[config.mk]
export PLATFORM = sky130hd
export DESIGN_NAME = vpac_tdc_freqmeas
export DESIGN_NICKNAME = d
export VERILOG_FILES = /design/src/rtl/freqmeas_pkg.sv /design/src/rtl/freqmeas_lockdet.sv /design/src/rtl/vpac_tdc_freqmeas.sv
export SDC_FILE = /design/constraint.sdc
export NUM_CORES = 1
export LEC_CHECK = 0
export CORE_MARGIN = 3
export CORE_UTILIZATION = 46
export CTS_CLUSTER_SIZE = 30
export DETAILED_ROUTE_END_ITERATION = 10
export PLACE_DENSITY_LB_ADDON = 0.15
export SYNTH_ARGS = -nofsm -noshare
export SYNTH_HDL_FRONTEND = slang
export SYNTH_HIERARCHICAL = 1
export SYNTH_SLANG_ARGS = --single-unit
[constraint.sdc]
create_clock -name REF -period 8.64 [get_ports REF]
set_clock_uncertainty 0.05 [all_clocks]
set_input_delay 2.16 -clock REF [delete_from_list [all_inputs] [get_ports REF]]
set_output_delay 2.16 -clock REF [all_outputs]
set_load 0.03 [all_outputs]
[src/rtl/freqmeas_pkg.sv]
// Shared types, widths and helpers for the REF-rate CKV frequency meter.
package freqmeas_pkg;

  localparam int DEF_CNT_W = 7;
  localparam int DEF_TDC_W = 6;
  localparam int DEF_FR_W  = 16;
  localparam int PH_W      = DEF_CNT_W + DEF_FR_W;
  localparam int ACC_W     = PH_W + 7;
  localparam int PROD_W    = DEF_TDC_W + DEF_FR_W;

  typedef enum logic [1:0] {
    IDLE  = 2'd0,
    PRIME = 2'd1,
    ACCUM = 2'd2
  } state_t;

  // TDC fraction must never carry into the integer phase bits.
  function automatic logic [DEF_FR_W-1:0] sat_frac(
    input logic [PROD_W-1:0] prod
  );
    if (|prod[PROD_W-1:DEF_FR_W]) return '1;
    return prod[DEF_FR_W-1:0];
  endfunction

endpackage

[src/rtl/freqmeas_lockdet.sv]
// Frequency-lock detector: counts consecutive in-window results.
module freqmeas_lockdet
  import freqmeas_pkg::*;
#(
  parameter int W = PH_W + 1
) (
  input  logic         clk,
  input  logic         rst,
  input  logic         clr,
  input  logic         stb,
  input  logic [W-1:0] ferr,
  input  logic [7:0]   tol,
  input  logic [3:0]   lcnt,
  output logic         locked
);

  logic [W-1:0] mag;
  logic         in_win;
  logic [4:0]   cnt;
  logic [4:0]   cnt_inc;
  logic         lock_set;

  assign mag      = ferr[W-1] ? -ferr : ferr;
  assign in_win   = (mag <= W'(tol));
  assign cnt_inc  = (cnt == 5'h1F) ? cnt : cnt + 5'd1;
  assign lock_set = (cnt_inc >= ({1'b0, lcnt} + 5'd1));

  always_ff @(posedge clk or posedge rst) begin
    if (rst) begin
      cnt    <= '0;
      locked <= 1'b0;
    end else if (clr) begin
      cnt    <= '0;
      locked <= 1'b0;
    end else if (stb) begin
      if (in_win) begin
        cnt    <= cnt_inc;
        locked <= lock_set;
      end else begin
        cnt    <= '0;
        locked <= 1'b0;
      end
    end
  end

endmodule

[src/rtl/vpac_tdc_freqmeas.sv]
// REF-rate CKV frequency meter: fractional phase, differentiate,
// average over 2^AVG_SEL cycles and flag lock against FCW.
module vpac_tdc_freqmeas
  import freqmeas_pkg::*;
#(
  parameter int CNT_W = 7,
  parameter int TDC_W = 6,
  parameter int FR_W  = 16
) (
  input  logic                   REF,
  input  logic                   ARST,
  input  logic                   EN,
  input  logic [CNT_W-1:0]       CNT7BIT,
  input  logic [TDC_W-1:0]       TDCCODE,
  input  logic [15:0]            TDCRESNORM,
  input  logic [2:0]             AVG_SEL,
  input  logic [CNT_W+FR_W-1:0]  FCW,
  input  logic [7:0]             LOCK_TOL,
  input  logic [3:0]             LOCK_CNT,
  output logic [CNT_W+FR_W-1:0]  FMEAS,
  output logic                   FMEAS_VLD,
  output logic [CNT_W+FR_W:0]    FERR,
  output logic                   LOCKED,
  output logic                   BUSY
);

  state_t            state;
  logic [2:0]        avg_l;
  logic [6:0]        n;
  logic [ACC_W-1:0]  acc;
  logic [PH_W-1:0]   phase_prev;

  logic [PROD_W-1:0] prod;
  logic [FR_W-1:0]   frac;
  logic [PH_W-1:0]   phase;
  logic [PH_W-1:0]   delta;
  logic [ACC_W-1:0]  acc_sum;
  logic [PH_W-1:0]   fmeas_new;
  logic [PH_W:0]     ferr_new;
  logic              n_last;
  logic              done;

  assign prod      = PROD_W'(TDCCODE) * PROD_W'(TDCRESNORM);
  assign frac      = sat_frac(prod);
  assign phase     = {CNT7BIT, {FR_W{1'b0}}} - {{CNT_W{1'b0}}, frac};
  // Modular difference hides the CKV counter wrap.
  assign delta     = phase - phase_prev;
  assign acc_sum   = acc + ACC_W'(delta);
  assign fmeas_new = PH_W'(acc_sum >> avg_l);
  assign ferr_new  = {1'b0, fmeas_new} - {1'b0, FCW};
  assign n_last    = (n == ((7'd1 << avg_l) - 7'd1));
  assign done      = EN && (state == ACCUM) && n_last;

  always_ff @(posedge REF or posedge ARST) begin
    if (ARST) begin
      state      <= IDLE;
      avg_l      <= '0;
      n          <= '0;
      acc        <= '0;
      phase_prev <= '0;
      FMEAS      <= '0;
      FERR       <= '0;
      FMEAS_VLD  <= 1'b0;
    end else begin
      FMEAS_VLD <= done;
      if (!EN) begin
        state      <= IDLE;
        n          <= '0;
        acc        <= '0;
        phase_prev <= '0;
      end else begin
        case (state)
          IDLE: begin
            state <= PRIME;
            avg_l <= AVG_SEL;
          end
          PRIME: begin
            phase_prev <= phase;
            state      <= ACCUM;
          end
          ACCUM: begin
            phase_prev <= phase;
            if (n_last) begin
              acc   <= '0;
              n     <= '0;
              FMEAS <= fmeas_new;
              FERR  <= ferr_new;
            end else begin
              acc <= acc_sum;
              n   <= n + 7'd1;
            end
          end
          default: state <= IDLE;
        endcase
      end
    end
  end

  assign BUSY = (state != IDLE);

  freqmeas_lockdet #(.W(PH_W + 1)) u_lockdet (
    .clk    (REF),
    .rst    (ARST),
    .clr    (~EN),
    .stb    (done),
    .ferr   (ferr_new),
    .tol    (LOCK_TOL),
    .lcnt   (LOCK_CNT),
    .locked (LOCKED)
  );

endmodule
== Word-level counts from Yosys, hierarchy flattened ==
Cells that the tools add are included.
Widths: inputs -> output; s select.
Storage, ports and cells
  logic and storage cells: 61
  register bits: 119
  input port bits: 70
Cells by class
  shift-type cells: 2
  magnitude comparators: 2
  equal/unequal tests: 8
  multiply operators: 1
  add/subtract/negate cells: 9
  mux-type cells: 21
  reductions and logical operators: 8
Operators by type and width (count)
  $mux 30: 3
  $mux 23: 2
  $mux 16: 2
  $add 30x23->30: 1
  $shr 30x3->23: 1
  $le 24x8->1: 1
  $mux 24: 1
  $neg 24->24: 1
  $sub 23x23->24: 1
  $sub 23x16->23: 1
  $sub 23x23->23: 1
  $mul 6x16->22: 1
  $mux 7: 3
  $mux 5: 4
  $add 7x1->7 const B: 1
  $eq 7x7->1: 1
  $shl 1x3->7 const A: 1
  $sub 7x1->7 const B: 1
  $pmux 2 s3: 1
  $reduce_or 6->1: 1
  $add 4x1->5 const B: 1
  $add 5x1->5 const B: 1
  $eq 5x5->1 const B: 1
  $ge 5x5->1: 1
  other kinds (12): 18

== Logic depth before layout (Yosys ltp) ==
Gate-level depths: netlist of the first run.
  depth after elaboration: 15
  mapped depth: 67
  gate-level depth less buffers: 61

== By module ==
The synthesis of the first run kept the hierarchy.
Modules (own cells, without submodules)
  vpac_tdc_freqmeas: area each 12813.5 um^2, instances 1, seq. area each 2827.7 um^2, cells each 1492
  freqmeas_lockdet: area each 1330.0 um^2, instances 1, seq. area each 150.1 um^2, cells each 178

== Worst setup path after synthesis of the first run ==
Ideal clock, no wire load.
  path type: input to register
  start point: input port TDCCODE[4]
  end point: register u_lockdet.cnt[1]
  stages on the path: 62
  data arrival time: 14.756 ns
  path slack: -6.243 ns
  cell sequence: clkbuf_1 -> and2_1 -> fa_1 -> fa_1 -> inv_1 -> fa_1 -> inv_1 -> ha_1 -> a21o_1 -> a21o_1 -> a31o_2 -> a211oi_1 -> a21oi_1 -> a2111oi_1 -> nand4_1 -> buf_2 -> clkbuf_1 -> nor2_1 -> [... 26 more ...] -> o22ai_1 -> nor2_1 -> o31ai_1 -> a41oi_1 -> a21oi_1 -> and2_1 -> o22ai_1 -> buf_2 -> buf_1 -> o21ai_0 -> xnor2_1 -> ha_1 -> a21oi_1 -> nor2_1 -> a211oi_1 -> a21oi_1 -> nand4bb_2 -> o21ai_1
On the way
  word-level cells in the longest chain between the ends: 15
Ends and longest elaborated chain
  start, declared: RTL line vpac_tdc_freqmeas.sv:14  | input logic [TDC_W-1:0] TDCCODE,
  $mul 6x16->22 (*): RTL line vpac_tdc_freqmeas.sv:43  | assign prod = PROD_W'(TDCCODE) * PROD_W'(TDCRESNORM);
  $reduce_or 6->1: RTL line freqmeas_pkg.sv:21  | if (|prod[PROD_W-1:DEF_FR_W]) return '1;
  $mux 1: RTL line freqmeas_pkg.sv:21
  $mux 16 (*): RTL line freqmeas_pkg.sv:22  | return prod[DEF_FR_W-1:0];
  $sub 23x16->23 (*): RTL line vpac_tdc_freqmeas.sv:45  | assign phase = {CNT7BIT, {FR_W{1'b0}}} - {{CNT_W{1'b0}}, frac};
  $sub 23x23->23 (*): RTL line vpac_tdc_freqmeas.sv:47  | assign delta = phase - phase_prev;
  $add 30x23->30 (*): RTL line vpac_tdc_freqmeas.sv:48  | assign acc_sum = acc + ACC_W'(delta);
  $shr 30x3->23 (*): RTL line vpac_tdc_freqmeas.sv:49  | assign fmeas_new = PH_W'(acc_sum >> avg_l);
  net fmeas_new[14]: RTL line vpac_tdc_freqmeas.sv:38  | logic [PH_W-1:0] fmeas_new;
  $sub 23x23->24 (*): RTL line vpac_tdc_freqmeas.sv:50  | assign ferr_new = {1'b0, fmeas_new} - {1'b0, FCW};
  net ferr_new[23]: RTL line vpac_tdc_freqmeas.sv:39  | logic [PH_W:0] ferr_new;
  $neg 24->24: RTL line freqmeas_lockdet.sv:23  | assign mag = ferr[W-1] ? -ferr : ferr;
  $mux 24 (*): RTL line freqmeas_lockdet.sv:23
  $le 24x8->1 (*): RTL line freqmeas_lockdet.sv:24  | assign in_win = (mag <= W'(tol));
  $mux 5 (*): RTL line freqmeas_lockdet.sv:36  | if (in_win) begin
  $mux 5 (*): RTL line freqmeas_lockdet.sv:35  | end else if (stb) begin
  $mux 5 (*): RTL line freqmeas_lockdet.sv:32  | end else if (clr) begin
  end signal, assigned: RTL line freqmeas_lockdet.sv:37  | cnt <= cnt_inc;
  end, declared: RTL line freqmeas_lockdet.sv:19  | logic [4:0] cnt;
The timed path passes the listed nets; every way through them passes the cells marked *. The select of a mux whose other input is x is not followed.
A chain may end at the register's enable or synchronous reset.

== Worst setup path in the final report of the first run ==
  start point: input port TDCCODE[2]
  end point: register u_lockdet.cnt[1]
Same word-level chain as after synthesis.

==> reports/metrics.yaml, run 1 <==
status: "finished with violations"
violations: "negative setup slack"
highest_layer: "met4"
routed_via_density: 5.67
rsz0062_at_grt: "true"
met2_length_mm: 24.2
worst-r2r-cell-count: 39
hold_depth: 2
finalSetupViolCount: 74
syn_nets: 1921
synth-edff-count: 0
dr_total_vias: 15200
worst_setup_path_start_kind: "input port"
antennaDiodeCount: 0
yosysSeqAreaShare_pct: 21.1
critPathArrivalTime_ns: 14.01
cts_tree: "yes"
layout_common_cells: "buf_4 (463), inv_1 (167), dfrtp_1 (119), nor2_1 (106), nand2_1 (105)"
core_area_um2: 30000
grt_pass1_wl_mm: 73.9
clockBufferDepth: 2
crit_path_end_kind: "flop"
cp_top_family: "compound AO/OA/AOI/OAI gates"
syn_inst: 1670
r2r_end: "u_lockdet/cnt[1]$_DFFE_PP0P_"
root_buffer: "clkbuf_16"
grt_overflow: 0
area_growth_pct: 61.5
num_rows: 63
track_usage_pct: 27.0
antenna_found_initial: 0
route.met3.wl_mm: 2.46
grt_max_degree: 61
min_from: "acc[7]$_DFFE_PP0P_"
yosys.area.top_type: "dfrtp_1"
dr.pass1.iters: 6
hold_slack_ns: 0.444
setup_ws_ns: -5.10
met1_length_mm: 20.1
synth-main-ff-cell: "dfrtp_1"
slowest_stage: "fa_1"
ys_ff_latch: 119
clk_pin_slew_ns: 0.06
hold_class: "reg2reg"
top_level_ports: 120
cp_max_fo: 7
yosys-top-cells-area: "dfrtp_1 (21%), ha_1 (11%), fa_1 (8.5%), inv_1 (4.8%), mux2_2 (4.5%)"
place_ws_ns: -6.03
path_class: "in2reg"
finalCritPeriodShare_pct: 159
min_period_ns: 13.74
syn_area_um2: 14100
port_buffers: 119
drt_iter0_markers: 1056
wl_mm: 48.4
dpl.hpwl_mm: 33.6
wl_per_cell_um: 18.0
finalHoldViolations: 0
numCtsBuffers: 17
cap_violations: 0
route.detailed.drc: 0
cts.sinks: 119
num-nets-final: 2533
postSynth.asyncResetShare_pct: 100
die_area_um2: 32900
layout-drive-gt1-share_pct: 44.1
yosysWarnings: 6
final_common_cell: "buf_4"
die_h_um: 181
synth_top_area_share_pct: 21.1
max-slew-margin-rel_pct: 30.8
tightest_slew_ns: 1.04
clock_latency_ns: 0.44
cp_common_cell: "ha_4"
htreeDepth: 4
yosysUniqueCellTypes: 94
cpPeakStageDelay_ns: 0.53
die_x_um: 181
gp_congestion: 0.903
finalMaxSlewViolations: 0
start_util_pct: 47.2
clock.fmax_ghz: 0.0728
grt_pass1_vias: 15200
worstPathBufferInverterCount: 8
critPathRequiredTime_ns: 8.91
rr_startpoint: "phase_prev[1]$_DFFE_PP0P_"
postSynthAreaPerCell_um2: 8.47
min_to: "acc[7]$_DFFE_PP0P_"
ant_nets: 0
rrSetupSlack_ns: 0.51
tightest hold or removal path, stage by stage (launching register included):
cell and delay (ns):
dfrtp_1 0.35, nand2_1 0.05, o21ai_0 0.06
final cells by class:
type | count | area, um2
Fill cell | 1953 | 7110
Tap cell | 390 | 488
Multi-Input combinational cell | 1305 | 12600
Timing Repair Buffer | 654 | 5460
Clock buffer | 17 | 425
Inverter | 185 | 697
Clock inverter | 15 | 168
Sequential cell | 119 | 2980
sequential cells by signal, summed over array words and instances (netlist names):
signal / cells
FERR: 24
state: 2
FMEAS: 23
u_lockdet/cnt: 5
phase_prev: 23
avg_l: 3
FMEAS_VLD: 1
n: 7
acc: 30
u_lockdet/locked: 1
through the flow:
stage,TNS [ns],std cells,utilization (%),cell area [um2]
2_1_floorplan,-147.68,1670,-,15200
3_3_place_gp,-235.21,2545,65.9,19700
3_5_place_dp,-244.76,2545,65.9,19700
4_1_cts,-166.90,2644,72.3,21600
5_1_grt,-205.21,2685,76.3,22800
6_report,-177.73,2685,76.3,22800
worst max-delay path by stage:
| stage | startpoint | endpoint | slack, ns | cells past startpoint |
|---|---|---|---|---|
| 2_1_floorplan | TDCCODE[0] | u_lockdet/cnt[1]$_DFFE_PP0P_ | -4.75 | 62 |
| 3_3_place_gp | TDCCODE[5] | u_lockdet/locked$_DFFE_PP0P_ | -5.87 | 55 |
| 3_5_place_dp | TDCCODE[3] | u_lockdet/cnt[4]$_DFFE_PP0P_ | -6.03 | 59 |
| 4_1_cts | TDCCODE[3] | u_lockdet/cnt[2]$_DFFE_PP0P_ | -4.93 | 58 |
| 5_1_grt | TDCCODE[3] | u_lockdet/cnt[2]$_DFFE_PP0P_ | -5.59 | 61 |
| 6_report | TDCCODE[2] | u_lockdet/cnt[1]$_DFFE_PP0P_ | -5.10 | 59 |
logic make-up (layout without fill, tap and decap cells):
kind of cell    Yosys count  after routing  share of synthesized area [%]
simple gates            519            519                           18.8
compound gates          411            411                           19.8
buf+inv                 246            871                           6.76
fa+ha+maj               181            181                           19.2
flops                   119            119                           21.1
xor+xnor                 98             98                           6.17
mux                      96             96                           8.17
routing by layer:
layer,global-route usage [%],vias to the layer above
met2,47.0,510
met3,4.33,142
li1,-,7077
met1,34.6,7483
met5,0,-
met4,7.95,0
synth_stat cells (8+ instances only):
cell type / instances
o21a_1: 22
a211oi_1: 16
xor2_1: 28
fa_1: 60
or3_1: 10
a21o_1: 26
mux4_2: 10
ha_1: 121
a21oi_1: 98
nand4_1: 14
mux2_2: 56
a22o_1: 22
nor2b_1: 17
a31oi_1: 15
nor2_1: 126
o21ai_1: 9
and3_1: 13
xnor2_1: 69
o21ai_0: 94
clkbuf_1: 43
and2_1: 93
inv_1: 182
buf_2: 8
mux2i_1: 30
dfrtp_1: 119
nand3_1: 26
nand2b_1: 19
o31ai_1: 15
o211ai_1: 9
nor3_1: 32
nand2_1: 123
repair_timing:
action	CTS	global route
buffers inserted	67	46
hold endpoints to repair	0	0
setup endpoints to repair	78	77
gates resized for setup	243	190
hold buffers	0	0
gates cloned	2	0
pin swaps	105	145
Power of run 1 is not shown: default switching activity piles up to over one toggle a cycle in this logic, so the estimate is an artifact.
==> run 2: changes to the inputs <==
--- a/config.mk
+++ b/config.mk
@@ -9,6 +9,7 @@
 export CORE_UTILIZATION = 46
 export CTS_CLUSTER_SIZE = 30
 export DETAILED_ROUTE_END_ITERATION = 10
+export GPL_ROUTABILITY_DRIVEN = 0
 export PLACE_DENSITY_LB_ADDON = 0.15
 export SYNTH_ARGS = -nofsm -noshare
 export SYNTH_HDL_FRONTEND = slang
==> run 2 against run 1 <==
Compared with the run above:
- the run still ends with negative setup slack left
- core utilization down 0.40 points
- die area unchanged
- register-to-register slack worse by 0.27 ns
- non-clock buffer count down 20
- fmax down 3.0%
- critical path type unchanged
==> reports/metrics.yaml, run 2 (synthesis results as in run 1) <==
clk_pin_slew_ns: 0.07  # was 0.06 ns
wl_mm: 50.3  # was 48.4 mm
track_usage_pct: 27.6  # was 27.0%
drt_iter0_markers: 1171  # was 1,056
num_rows: 63  # unchanged
min_period_ns: 14.17  # was 13.74 ns
reg_top3: "acc x30, FERR x24"  # unchanged
crit_path_end_kind: "flop"  # unchanged
critPathArrivalTime_ns: 14.48  # was 14.01 ns
cts_tree: "yes"  # unchanged
grt_pass1_wl_mm: 76.0  # was 73.9 mm
dr_total_vias: 15400  # was 15,200
port_buffers: 119  # unchanged
largest_reg_flops: 30  # unchanged
worst_setup_path_start_kind: "input port"  # unchanged
status: "finished with violations"  # unchanged
antenna_found_initial: 0  # unchanged
numCtsBuffers: 17  # unchanged
dr.pass1.iters: 8  # was 6
die_area_um2: 32900  # unchanged
layout-drive-gt1-share_pct: 43.7  # was 44.1%
die_h_um: 181  # unchanged
cp_top_family: "compound AO/OA/AOI/OAI gates"  # unchanged
grt_overflow: 0  # unchanged
cap_violations: 0  # unchanged
clock_latency_ns: 0.44  # about the same
critPathRequiredTime_ns: 8.95  # was 8.91 ns
fin_util_pct: 75.9  # was 76.3%
finalMaxSlewViolations: 0  # unchanged
cp_common_cell: "a21oi_2"  # was ha_4
finalHoldViolations: 0  # unchanged
root_buffer: "clkbuf_16"  # unchanged
finalCritPeriodShare_pct: 164  # was 159%
area_growth_pct: 60.7  # was 61.5%
start_util_pct: 47.2  # unchanged
max-slew-margin-rel_pct: 34.4  # was 30.8%
die_x_um: 181  # unchanged
slowest_stage: "fa_1"  # unchanged
worstPathBufferInverterCount: 11  # was 8
ctsHoldBuffers: 0  # unchanged
min_from: "FMEAS[1]$_DFFE_PP0P_"  # was acc[7]$_DFFE_PP0P_
cpPeakStageDelay_ns: 0.54  # was 0.53 ns
place_area_um2: 19600  # was 19,700 um2
violations: "negative setup slack"  # unchanged
finalSetupViolCount: 77  # was 74
ant_nets: 0  # unchanged
regMostFlops: "acc"  # unchanged
rr_startpoint: "phase_prev[1]$_DFFE_PP0P_"  # unchanged
routed_via_density: 5.77  # was 5.67
route.detailed.drc: 0  # unchanged
cts.sinks: 119  # unchanged
setup_tns_ns: -197.97  # was -177.73 ns
tightest_slew_ns: 0.981  # was 1.04 ns
grt_pass1_vias: 15400  # was 15,200
final_common_cell: "buf_4"  # unchanged
hold_slack_ns: 0.436  # was 0.444 ns
stdcell_area_um2: 22700  # was 22,800 um2
path_class: "in2reg"  # unchanged
hold_class: "reg2reg"  # unchanged
cp_max_fo: 10  # was 7
setup_ws_ns: -5.53  # was -5.10 ns
core_area_um2: 30000  # unchanged
layout_common_cells: "buf_4 (445), inv_1 (166), dfrtp_1 (119), nor2_1 (109), nand2_1 (104)"  # was buf_4 (463), inv_1 (167), dfrtp_1 (119), nor2_1 (106), nand2_1 (105)
clockBufferDepth: 2  # unchanged
htreeDepth: 4  # unchanged
clock.fmax_ghz: 0.0706  # was 0.0728 GHz
grt_max_degree: 62  # was 61
top_level_ports: 120  # unchanged
num-nets-final: 2513  # was 2,533
wl_per_cell_um: 18.9  # was 18.0 um
n_fill_cell: 1938  # was 1,953
antennaDiodeCount: 0  # unchanged
critPathLaunch: "TDCCODE[0]"  # was TDCCODE[2]
dpl.hpwl_mm: 32.5  # was 33.6 mm
rsz0062_at_grt: "true"  # unchanged
==> run 2: changes by cell type in the layout (fill, tap and decap cells not counted), sizes merged <==
cell,change
clkinv,-2
buf,-19
inv,-2
clkdlybuf4s15,+1
bufinv,+2
clkbuf,-1
==> run 2: metal layers <==
| layer | up-vias | wire length (um) | global-route usage [%] | share of wire (%) |
|---|---|---|---|---|
| met1 | 7538 | 20300 | 35.0 | 40 |
| met4 | 0 | 2370 | 8.65 | 4.7 |
| met5 | - | 0 | 0 | 0 |
| met3 | 180 | 2750 | 3.72 | 5.5 |
| li1 | 7035 | - | - | - |
| met2 | 630 | 24900 | 48.8 | 50 |
==> run 2: cell type report <==
type | instances | area [um2] | area share [%]
multi-input combinational | 1305 | 12600 | 55.5
timing repair buffer | 634 | 5320 | 23.4
sequential | 119 | 2980 | 13.1
inverter | 185 | 702 | 3.09
tap | 390 | 488 | 2.15
clock buffer | 18 | 439 | 1.93
clock inverter | 13 | 194 | 0.853
==> run 2: through the flow <==
stage / setup slack, ns / std cells
floorplan: -4.75 / 1670
global placement: -5.66 / 2528
detailed placement: -6.03 / 2528
CTS: -4.90 / 2616
global route: -6.06 / 2664
finish: -5.53 / 2664
==> run 2: final timing paths <==
path,end,cells after the start,slack [ns]
setup / recovery,u_lockdet/cnt[4]$_DFFE_PP0P_,61,-5.53
hold reg to reg,FMEAS[1]$_DFFE_PP0P_,2,0.44
hold / removal,FMEAS[1]$_DFFE_PP0P_,2,0.44
setup reg to reg,u_lockdet/cnt[4]$_DFFE_PP0P_,38,0.24
min in group asynchronous,u_lockdet/cnt[1]$_DFFE_PP0P_,2,1.97
max in group asynchronous,phase_prev[10]$_DFFE_PP0P_,3,5.00
==> run 2: worst reg2reg max path, delay by kind of cell (launching register included) <==
| family | cells | cell delay (ns) |
|---|---|---|
| AOI/OAI and AO/OA | 21 | 4.41 |
| and+or+nand+nor | 5 | 0.82 |
| buffers and inverters | 5 | 0.68 |
| DFF | 1 | 0.41 |
| muxes | 2 | 0.80 |
| adders and majority gates | 3 | 0.86 |
| xor gates and xnor gates | 2 | 0.29 |
==> run 2: repair_timing <==
item                       CTS  global route
setup endpoints to repair   79            79
gates cloned                 4             0
pin swaps                  128            83
resized for setup          290           147
buffers inserted            58            52
Power of run 2 is left out for the same reason.
==> run 3: changes to the inputs <==
--- a/config.mk
+++ b/config.mk
@@ -5,7 +5,6 @@
 export SDC_FILE = /design/constraint.sdc
 export NUM_CORES = 1
 export LEC_CHECK = 0
-export CORE_MARGIN = 3
 export CORE_UTILIZATION = 46
 export CTS_CLUSTER_SIZE = 30
 export DETAILED_ROUTE_END_ITERATION = 10
==> run 3 against run 2 <==
Compared with the run above:
- the flow still finishes with violations (negative setup slack)
- core utilization increased by 0.26 points
- cell area increased by 0.35%
- critical path depth decreased by 2
- worst setup slack improved by 0.23 ns
- non-clock buffer count increased by 15
- die area decreased by 4.4%
- sequential cell count unchanged
- register-to-register slack improved by 0.09 ns
- via count decreased by 0.63%
- hold slack improved by 0.0044 ns
- critical path type unchanged
- critical endpoint is now u_lockdet/locked$_DFFE_PP0P_
- highest routed layer is now met5
==> reports/metrics.yaml, run 3 (synthesis results as in run 1) <==
status: "finished with violations"  # unchanged
violations: "negative setup slack"  # unchanged
hold_class: "reg2reg"  # unchanged
finalHoldViolations: 0  # unchanged
critPathRequiredTime_ns: 8.96  # was 8.95 ns
num-nets-final: 2528  # was 2,513
route.detailed.drc: 0  # unchanged
core_area_um2: 30000  # unchanged
top_level_ports: 120  # unchanged
largest_reg_flops: 30  # unchanged
max-slew-margin-rel_pct: 29.9  # was 34.4%
finalSetupViolCount: 77  # unchanged
tightest_slew_ns: 1.05  # was 0.981 ns
cpPeakStageDelay_ns: 0.52  # was 0.54 ns
drt_iter0_markers: 1117  # was 1,171
dr_total_vias: 15300  # was 15,400
setup_ws_ns: -5.30  # was -5.53 ns
setup_tns_ns: -180.61  # was -197.97 ns
cts_tree: "yes"  # unchanged
crit_path_end_kind: "flop"  # unchanged
grt_max_degree: 61  # was 62
finalMaxSlewViolations: 0  # unchanged
ant_nets: 0  # unchanged
die_area_um2: 31500  # was 32,900 um2
routed_via_density: 5.70  # was 5.77
die_h_um: 177  # was 181 um
ctsHoldBuffers: 0  # unchanged
clockBufferDepth: 2  # unchanged
final_common_cell: "buf_4"  # unchanged
grt_pass1_wl_mm: 75.5  # was 76.0 mm
start_util_pct: 47.2  # unchanged
clk_pin_slew_ns: 0.06  # was 0.07 ns
place_area_um2: 19700  # was 19,600 um2
root_buffer: "clkbuf_16"  # unchanged
num_rows: 63  # unchanged
port_buffers: 119  # unchanged
antenna_found_initial: 1  # was 0
dp.cells: 2535  # was 2,528
grt_pass1_vias: 15600  # was 15,400
layout_common_cells: "buf_4 (447), inv_1 (170), dfrtp_1 (119), nor2_1 (113), nand2_1 (107)"  # was buf_4 (445), inv_1 (166), dfrtp_1 (119), nor2_1 (109), nand2_1 (104)
area_growth_pct: 61.3  # was 60.7%
path_class: "in2reg"  # unchanged
rsz0062_at_grt: "true"  # unchanged
track_usage_pct: 29.9  # was 27.6%
critPathArrivalTime_ns: 14.26  # was 14.48 ns
worst_setup_path_start_kind: "input port"  # unchanged
reg_top3: "acc x30, FERR x24"  # unchanged
wl_per_cell_um: 18.1  # was 18.9 um
stdcell_count: 2680  # was 2,664
numCtsBuffers: 17  # unchanged
clock.fmax_ghz: 0.0718  # was 0.0706 GHz
htreeDepth: 4  # unchanged
wl_mm: 48.6  # was 50.3 mm
die_x_um: 177  # was 181 um
layout-drive-gt1-share_pct: 42.6  # was 43.7%
finalCritPeriodShare_pct: 161  # was 164%
cts.sinks: 119  # unchanged
dpl.hpwl_mm: 32.9  # was 32.5 mm
slowest_stage: "fa_1"  # unchanged
stdcell_area_um2: 22800  # was 22,700 um2
dr.pass1.iters: 6  # was 8
regMostFlops: "acc"  # unchanged
place_ws_ns: -6.01  # was -6.03 ns
grt_overflow: 0  # unchanged
cap_violations: 0  # unchanged
cp_common_cell: "a21oi_4"  # was a21oi_2
cp_max_fo: 6  # was 10
min_period_ns: 13.94  # was 14.17 ns
clock_latency_ns: 0.45  # was 0.44 ns
antennaDiodeCount: 0  # unchanged
[run 3: cell type report]
type / instances / area (um2)
Sequential cell: 119 / 2980
Fill cell: 1946 / 7150
Clock buffer: 18 / 439
Timing Repair Buffer: 649 / 5520
Clock inverter: 14 / 175
Tap cell: 390 / 488
Multi-Input combinational cell: 1305 / 12500
Inverter: 185 / 697
[run 3: repair_timing]
action / in CTS / in global routing
gates cloned: 4 / 0
buffers inserted: 75 / 43
endpoints found under the setup margin: 79 / 79
pin swaps: 155 / 102
gates resized for setup: 322 / 87
hold endpoints to repair: 0 / 0
[run 3: worst max-delay path, delay by kind of cell]
family,cells,cell delay (ns)
muxes,2,0.79
xor gates and xnor gates,3,0.38
adders and majority gates,9,2.97
buffers and inverters,7,0.79
AOI/OAI and AO/OA,28,5.53
and+or+nand+nor,10,1.59
[run 3: per-layer routing]
layer | track usage (%) | up-vias | wire length (um)
met5 | 0 | - | 13
met1 | 36.5 | 7517 | 20000
met4 | 10.9 | 2 | 1520
met2 | 53.1 | 551 | 24400
met3 | 4.33 | 143 | 2670
li1 | - | 7073 | -
[run 3: final timing paths]
check,startpoint,to,slack [ns],cells after the start
max,TDCCODE[1],u_lockdet/locked$_DFFE_PP0P_,-5.30,59
min reg2reg,u_lockdet/locked$_DFFE_PP0P_,u_lockdet/locked$_DFFE_PP0P_,0.44,2
min in group asynchronous,ARST,u_lockdet/cnt[0]$_DFFE_PP0P_,1.96,2
max in group asynchronous,ARST,acc[9]$_DFFE_PP0P_,5.13,3
min,u_lockdet/locked$_DFFE_PP0P_,u_lockdet/locked$_DFFE_PP0P_,0.44,2
max reg2reg,phase_prev[1]$_DFFE_PP0P_,u_lockdet/locked$_DFFE_PP0P_,0.33,39
[run 3: through the flow]
step | hold WS, ns | utilization (%)
detailed placement | 0.422 | 65.7
global placement | 0.410 | 65.7
global route | 0.459 | 76.1
CTS | 0.438 | 73.6
floorplan | 0.406 | -
finish | 0.440 | 76.1
Power of run 3 is left out for the same reason.
